$ cat src/rtl/bus_dma_arbiter.sv
// bus_dma_arbiter: two-master (CPU bus / DMA) arbiter for the shared memory port.
// Round-robin on ties, one owner at a time, release on done, abandon or watchdog
// timeout, followed by a fixed idle turnaround. All outputs are registered.
// Optional macro ARB_SVA_EN builds concurrent protocol assertions and covers.
module bus_dma_arbiter #(
  parameter int unsigned TIMEOUT_CYCLES = 16,
  parameter int unsigned TURN_CYCLES    = 1
) (
  input  logic clk,
  input  logic rst,
  input  logic bus_req,
  input  logic dma_req,
  input  logic done,
  output logic bus_ack,
  output logic dma_ack,
  output logic bus_enb,
  output logic mem_enb,
  output logic timeout_err
);

  localparam int unsigned CW = (TIMEOUT_CYCLES > 2) ? $clog2(TIMEOUT_CYCLES) : 1;
  localparam int unsigned TW = (TURN_CYCLES > 1) ? $clog2(TURN_CYCLES) : 1;
  localparam logic [CW-1:0] CNT_LAST  = CW'(TIMEOUT_CYCLES - 1);
  localparam logic [TW-1:0] TURN_LAST = TW'(TURN_CYCLES - 1);

  typedef enum logic [1:0] {IDLE, XFER, TURN} state_t;
  typedef enum logic {OWN_BUS, OWN_DMA} owner_t;

  state_t        state, state_nx;
  owner_t        last_owner, last_owner_nx;
  logic [CW-1:0] cnt, cnt_nx;
  logic [TW-1:0] tcnt, tcnt_nx;
  logic          bus_ack_nx, dma_ack_nx, timeout_nx;
  logic          grant_dma, owner_req;

  // DMA wins when it is the only requester, or on a tie when the bus owned last.
  // last_owner is updated on grant, so during XFER it names the current owner.
  assign grant_dma = dma_req && (!bus_req || (last_owner == OWN_BUS));
  assign owner_req = (last_owner == OWN_BUS) ? bus_req : dma_req;

  // Next-state and next-output logic.
  always_comb begin
    state_nx      = state;
    last_owner_nx = last_owner;
    cnt_nx        = cnt;
    tcnt_nx       = tcnt;
    bus_ack_nx    = 1'b0;
    dma_ack_nx    = 1'b0;
    timeout_nx    = 1'b0;
    case (state)
      IDLE: begin
        if (bus_req || dma_req) begin
          state_nx      = XFER;
          cnt_nx        = '0;
          last_owner_nx = grant_dma ? OWN_DMA : OWN_BUS;
          bus_ack_nx    = !grant_dma;
          dma_ack_nx    = grant_dma;
        end
      end
      XFER: begin
        // done beats abandon beats watchdog, so an error only flags a true timeout.
        if (done || !owner_req || (cnt == CNT_LAST)) begin
          state_nx   = TURN;
          tcnt_nx    = '0;
          timeout_nx = !done && owner_req;
        end else begin
          cnt_nx     = cnt + 1'b1;
          bus_ack_nx = (last_owner == OWN_BUS);
          dma_ack_nx = (last_owner == OWN_DMA);
        end
      end
      TURN: begin
        if (tcnt == TURN_LAST) state_nx = IDLE;
        else                   tcnt_nx  = tcnt + 1'b1;
      end
      default: state_nx = IDLE;
    endcase
  end

  // State, counters and registered outputs; reset clears outputs without a clock.
  always_ff @(posedge clk or posedge rst) begin
    if (rst) begin
      state       <= IDLE;
      last_owner  <= OWN_BUS;
      cnt         <= '0;
      tcnt        <= '0;
      bus_ack     <= 1'b0;
      dma_ack     <= 1'b0;
      bus_enb     <= 1'b0;
      mem_enb     <= 1'b0;
      timeout_err <= 1'b0;
    end else begin
      state       <= state_nx;
      last_owner  <= last_owner_nx;
      cnt         <= cnt_nx;
      tcnt        <= tcnt_nx;
      bus_ack     <= bus_ack_nx;
      dma_ack     <= dma_ack_nx;
      bus_enb     <= bus_ack_nx;
      mem_enb     <= bus_ack_nx | dma_ack_nx;
      timeout_err <= timeout_nx;
    end
  end

`ifdef ARB_SVA_EN
  

  
  
  
  
  

  // A timeout pulse must follow TIMEOUT_CYCLES consecutive cycles of ownership.
  for (genvar i = 1; i <= TIMEOUT_CYCLES; i++) begin : g_to_hold
    
  end

  
  
  
`endif

endmodule

$ cat config.mk
export PLATFORM = sky130hd
export DESIGN_NAME = bus_dma_arbiter
export DESIGN_NICKNAME = d
export VERILOG_FILES = /design/src/rtl/bus_dma_arbiter.sv
export SDC_FILE = /design/constraint.sdc
export NUM_CORES = 1
export LEC_CHECK = 0
export BUFFER_PORTS_ARGS = -buffer_cell sky130_fd_sc_hd__buf_2
export CORE_AREA = 2 2 39 41
export DETAILED_ROUTE_END_ITERATION = 10
export DIE_AREA = 0 0 41 43
export PLACE_DENSITY = 0.67
export SETUP_SLACK_MARGIN = 0.02
export SLEW_MARGIN = 20
export SYNTH_ARGS = -nofsm -noshare
export SYNTH_HDL_FRONTEND = slang
export SYNTH_SLANG_ARGS = --single-unit
$ cat constraint.sdc
create_clock -name clk -period 1.65 [get_ports clk]
set_clock_uncertainty 0.05 [all_clocks]
set_input_delay 0.33 -clock clk [delete_from_list [all_inputs] [get_ports clk]]
set_output_delay 0.33 -clock clk [all_outputs]
set_load 0.05 [all_outputs]
# --- Word level (Yosys, flattened, before mapping) ---
# Cells that the tools add are included.
classes:
  n_addsub: 2
  n_mul: 0
  div_mod_pow: 0
  magnitude_cmp: 0
  eq_ne: 7
  shift: 0
  mux: 20
  n_bitwise: 2
  reduce_logical: 17
ops:
  columns: ["operator", "n"]
  rows:
  - ["1-bit two-way mux", 10]
  - ["4-bit two-way mux", 2]
  - ["2-bit inequality test, second input constant", 4]
  - ["4-bit one-hot mux with 2 select lines", 1]
  - ["2-bit two-way mux", 3]
  - ["1-bit one-hot mux with 2 select lines", 3]
  - ["2-bit one-hot mux with 3 select lines", 1]
  - ["3-bit AND reduction", 2]
  - ["4-bit by 1-bit adder with 4-bit output, second input constant", 1]
  - ["4-bit equality test, second input constant", 1]
  - ["1-bit logical NOT", 4]
  - ["1-bit logical OR", 4]
  - ["2-bit AND reduction", 2]
  - ["2-bit nonzero test", 2]
  - ["2-bit by 1-bit equality test with 1-bit output, second input constant", 1]
  - ["2-bit equality test, second input constant", 1]
  - ["1-bit logical AND", 2]
  - ["2-bit logical NOT", 1]
  - ["1-bit adder, second input constant", 1]
  - ["1-bit NOT", 1]
  - ["1-bit bitwise OR", 1]
totals:
  reg_bits: 12
  latch_bits: 0
  ram_bits: 0
  romBits: 0
  out_inout_bits: 5
  elab_cells: 56
  mem_count: 0

# --- Longest topological paths before layout ---
logic_depth:
  ltp_word: 7
  depth_mapped: 4

# --- Worst setup path before layout ---
# No wires, ideal clock.
synth_timing:
  path_kind: "flip-flop to flip-flop"
  startpoint: "register cnt[0]"
  endpoint: "register cnt[3]"
  setup_time_ns: 0.137
  arrival_ns: 1.251
  required_time_ns: 1.463
  path_slack_ns: 0.212
  path_stages_with_launch: 5
  n_path_buf: 0
  synth_period_minus_slack_ns: 1.438
  path_cell_list: "dfrtp_1 ha_1 and3_1 o32ai_4 a221oi_2"
synth_between:
  elab_chain_cells: 4
synth_lines:
  columns: ["element", "line_no", "text"]
  rows:
  - ["from (decl)", "31", "logic [CW-1:0] cnt, cnt_nx;"]
  - ["from (signal assigned)", "95", "cnt <= cnt_nx;"]
  - ["branches (longest 4 deep; another with 4-bit by 1-bit adder with 4-bit output)", null, null]
# Parallel ways; which one is timed is not known. The select of a mux whose other input is x is not followed.
# A chain may end at the register's enable or synchronous reset.

# --- Worst setup path after layout ---
# Ends and elaborated chain as after synthesis.

==> run_results.csv <==
group,metric,value,unit
pwr,internal_power,683,uW
pwr,pwr-share-comb,48.1,%
critical_path,rrSetupSlack,0.11,ns
route,drt-wirelength-per-cell,14.4,um
clock_tree,worstSkewPairLatency,0.26,ns
pwr,leakage,0.000319,uW
sta,timing.final.ws_setup,0.110,ns
clock_tree,clock_sinks,11,
die,die_x,41,um
global_route,antenna_found_initial,0,
die,die_h,43,um
yosys,syn_inst,54,
die,coreArea,1380,um2
critical_path,path_class,"reg2reg",
clock_tree,cts_max_path_buffers,2,
critical_path,worstSetupStartpoint,"cnt[0]",
yosys,synthArstFlopShare,100,%
clock_tree,cts_resized,0,
route,drt-total-wl,1.17,mm
sta,clock.fmax,650,MHz
yosys,synthTopCellsByCount,"11 x dfrtp_1, 4 x nor2_1, 3 x inv_1, 3 x nand3_1, 3 x o21ai_0",
critical_path,critPathArrivalTime,1.62,ns
sta,setup_tns,0,ns
global_route,grt_max_degree,12,
clock_tree,postCtsHoldBufs,0,
yosys,ys_seq_area_share,45.1,%
placed_design,place_hpwl,851,um
final_layout,nFillCells,135,
yosys,synth.area.top_cells,"dfrtp_1 45%, mux2i_2 4.5%, o32ai_4 4.5%",
route,viasPerCell,5.78,
yosys,yosys_warnings,0,
critical_path,critical_path.startpoint_type,"register",
die,start_util,44.1,%
sta,finalSetupViolCount,0,
route,dr.pass1.iters,4,
clock_tree,path_clk_slew,0.08,ns
placed_design,io_buffers,9,
hold_path,min_path_type,"in2async",
placed_design,place.gp.congestion,0.781,
pwr,p_seq_share,37.5,%
yosys,syn_nets,60,
clock_tree,cts-buffers-inserted,3,
yosys,synth-edff-count,0,
clock_tree,cts_setup_buffers,0,
yosys,synth_top_area_share,45.1,%
sta,relSlewSlack,71.8,%
sta,tightest_slew,0.423,ns
yosys,synth.largest_area_cell,"dfrtp_1",
pwr,power_frac_clock,14.4,%
yosys,ys_types,31,
sta,drv_slew,0,
final_layout,area_delta_synth_final,12.3,%
pwr,power_density,1850,nW/um2
final_layout,fin_util,49.5,%
pwr,p_sw,585,uW
sta,rsz0062_at_grt,"no",
die,ios,10,
final_layout,layout-drive-gt1-share,30.8,%
sta,finalCriticalPeriod,1.54,ns
yosys,syn_avg_cell_area,11.3,um2
placed_design,place_ws,0.122,ns
die,rows,14,
global_route,grt_overflow,0,
pwr,ir_drop,0.000533,V
sta,hold_ws,-0.00603,ns
yosys,ys.flop_type,"dfrtp_1",
critical_path,worstReg2RegEnd,"cnt[3]",
pwr,power_switching_share,46.1,%
global_route,grt_pass1_wl,1.88,mm
job,cap_violations,0,
critical_path,cp-end-kind,"register",
final_layout,multi_input_area,300,um2
global_route,grt_util_all_layers,16.0,%
critical_path,crit_fanout,4,
yosys,synth.most_common_cell,"dfrtp_1",
route,drt_iter0_drc,15,
sta,finalHoldViolCount,5,
route,vias,468,
die,die-area,1760,um2
critical_path,r2r_cells,4,
clock_tree,cts_tree,"yes",
critical_path,crit_required,1.73,ns
global_route,grt_pass1_vias,428,
clock_tree,htreeDepth,1,
final_layout,fin_nets,72,
yosys,netlist_area,611,um2
yosys,ys_ff_latch,11,
final_layout,diodes,0,
final_layout,seqCellArea,275,um2
route,ant_nets,0,
run_status,violations,"hold timing",
route,post-route-drc-count,0,
run_status,outcome,"finished, violations left",
clock_tree,root_buffer,"clkbuf_4",
critical_path,r2r_start,"cnt[0]",
sta,fin_crit_sh,93.3,%
==> layout by cell type, fill, tap and decap left out, types with 2 or more instances in the layout <==
cell       n
dfrtp_1   11
o32ai_1    2
inv_1      3
clkbuf_4   3
nor2_1     4
mux2i_2    2
buf_2      9
nand3_1    3
o21ai_0    3
a31oi_1    2
nand2_1    2
==> critical path, cell delays in order, from the launching register on <==
cell and delay, ns:
dfrtp_1 0.43, ha_1 0.26, and3_1 0.23, o32ai_4 0.33
a221oi_2 0.10
==> metal layers <==
layer | vias up | global-route usage [%] | wire, um
met1 | 228 | 22.8 | 544
met3 | 0 | 3.14 | 51
li1 | 227 | - | -
met2 | 13 | 22.2 | 574
met4 | 0 | 8.00 | 0
met5 | - | 0 | 0
==> logic make-up after synthesis <==
| kind of cell | Yosys count | synth area share [%] |
|---|---|---|
| AO/OA/AOI/OAI | 15 | 22.1 |
| adder cells (fa/ha/maj) | 1 | 2.05 |
| buffers and inverters | 6 | 5.74 |
| flip-flops | 11 | 45.1 |
| multiplexers | 4 | 7.99 |
| AND/OR/NAND/NOR | 17 | 17.0 |
==> power groups by stage <==
stage | clock network (uW) | registers (uW) | logic [uW]
5_1_grt | 211 | 492 | 652
3_5_place_dp | 0 | 477 | 611
3_3_place_gp | 0 | 471 | 606
2_1_floorplan | 0 | 560 | 446
6_report | 182 | 476 | 610
4_1_cts | 189 | 473 | 615
==> state kept, by name (all words and copies together) (netlist names) <==
name	count
cnt	4
dma_ack	1
state	2
bus_enb	1
timeout_err	1
last_owner	1
mem_enb	1
==> worst max-delay path by stage <==
stage,endpoint,slack (ns)
final,cnt[3],0.11
after global routing,cnt[3],0.04
after CTS,cnt[3],0.11
after detailed placement,cnt[3],0.12
after global placement,cnt[3],0.16
after floorplan,cnt[3],0.21
==> metrics by stage <==
step                instance area, um2  instances  power, uW  hold slack (ns)
floorplan                          611         54       1010            0.132
global placement                   659         77       1080            0.298
detailed placement                 659         77       1090            0.298
CTS                                686         81       1280          0.00960
global route                       686         81       1350           0.0321
finish                             686         81       1270         -0.00603
==> layout make-up <==
cell class | count | area share (%)
Inverter | 3 | 1.64
Tap cell | 16 | 2.92
Clock buffer | 4 | 3.83
Timing Repair Buffer | 10 | 7.66
Sequential cell | 11 | 40.1
Multi-Input combinational cell | 37 | 43.8
Power figures use the tool's default switching activity.
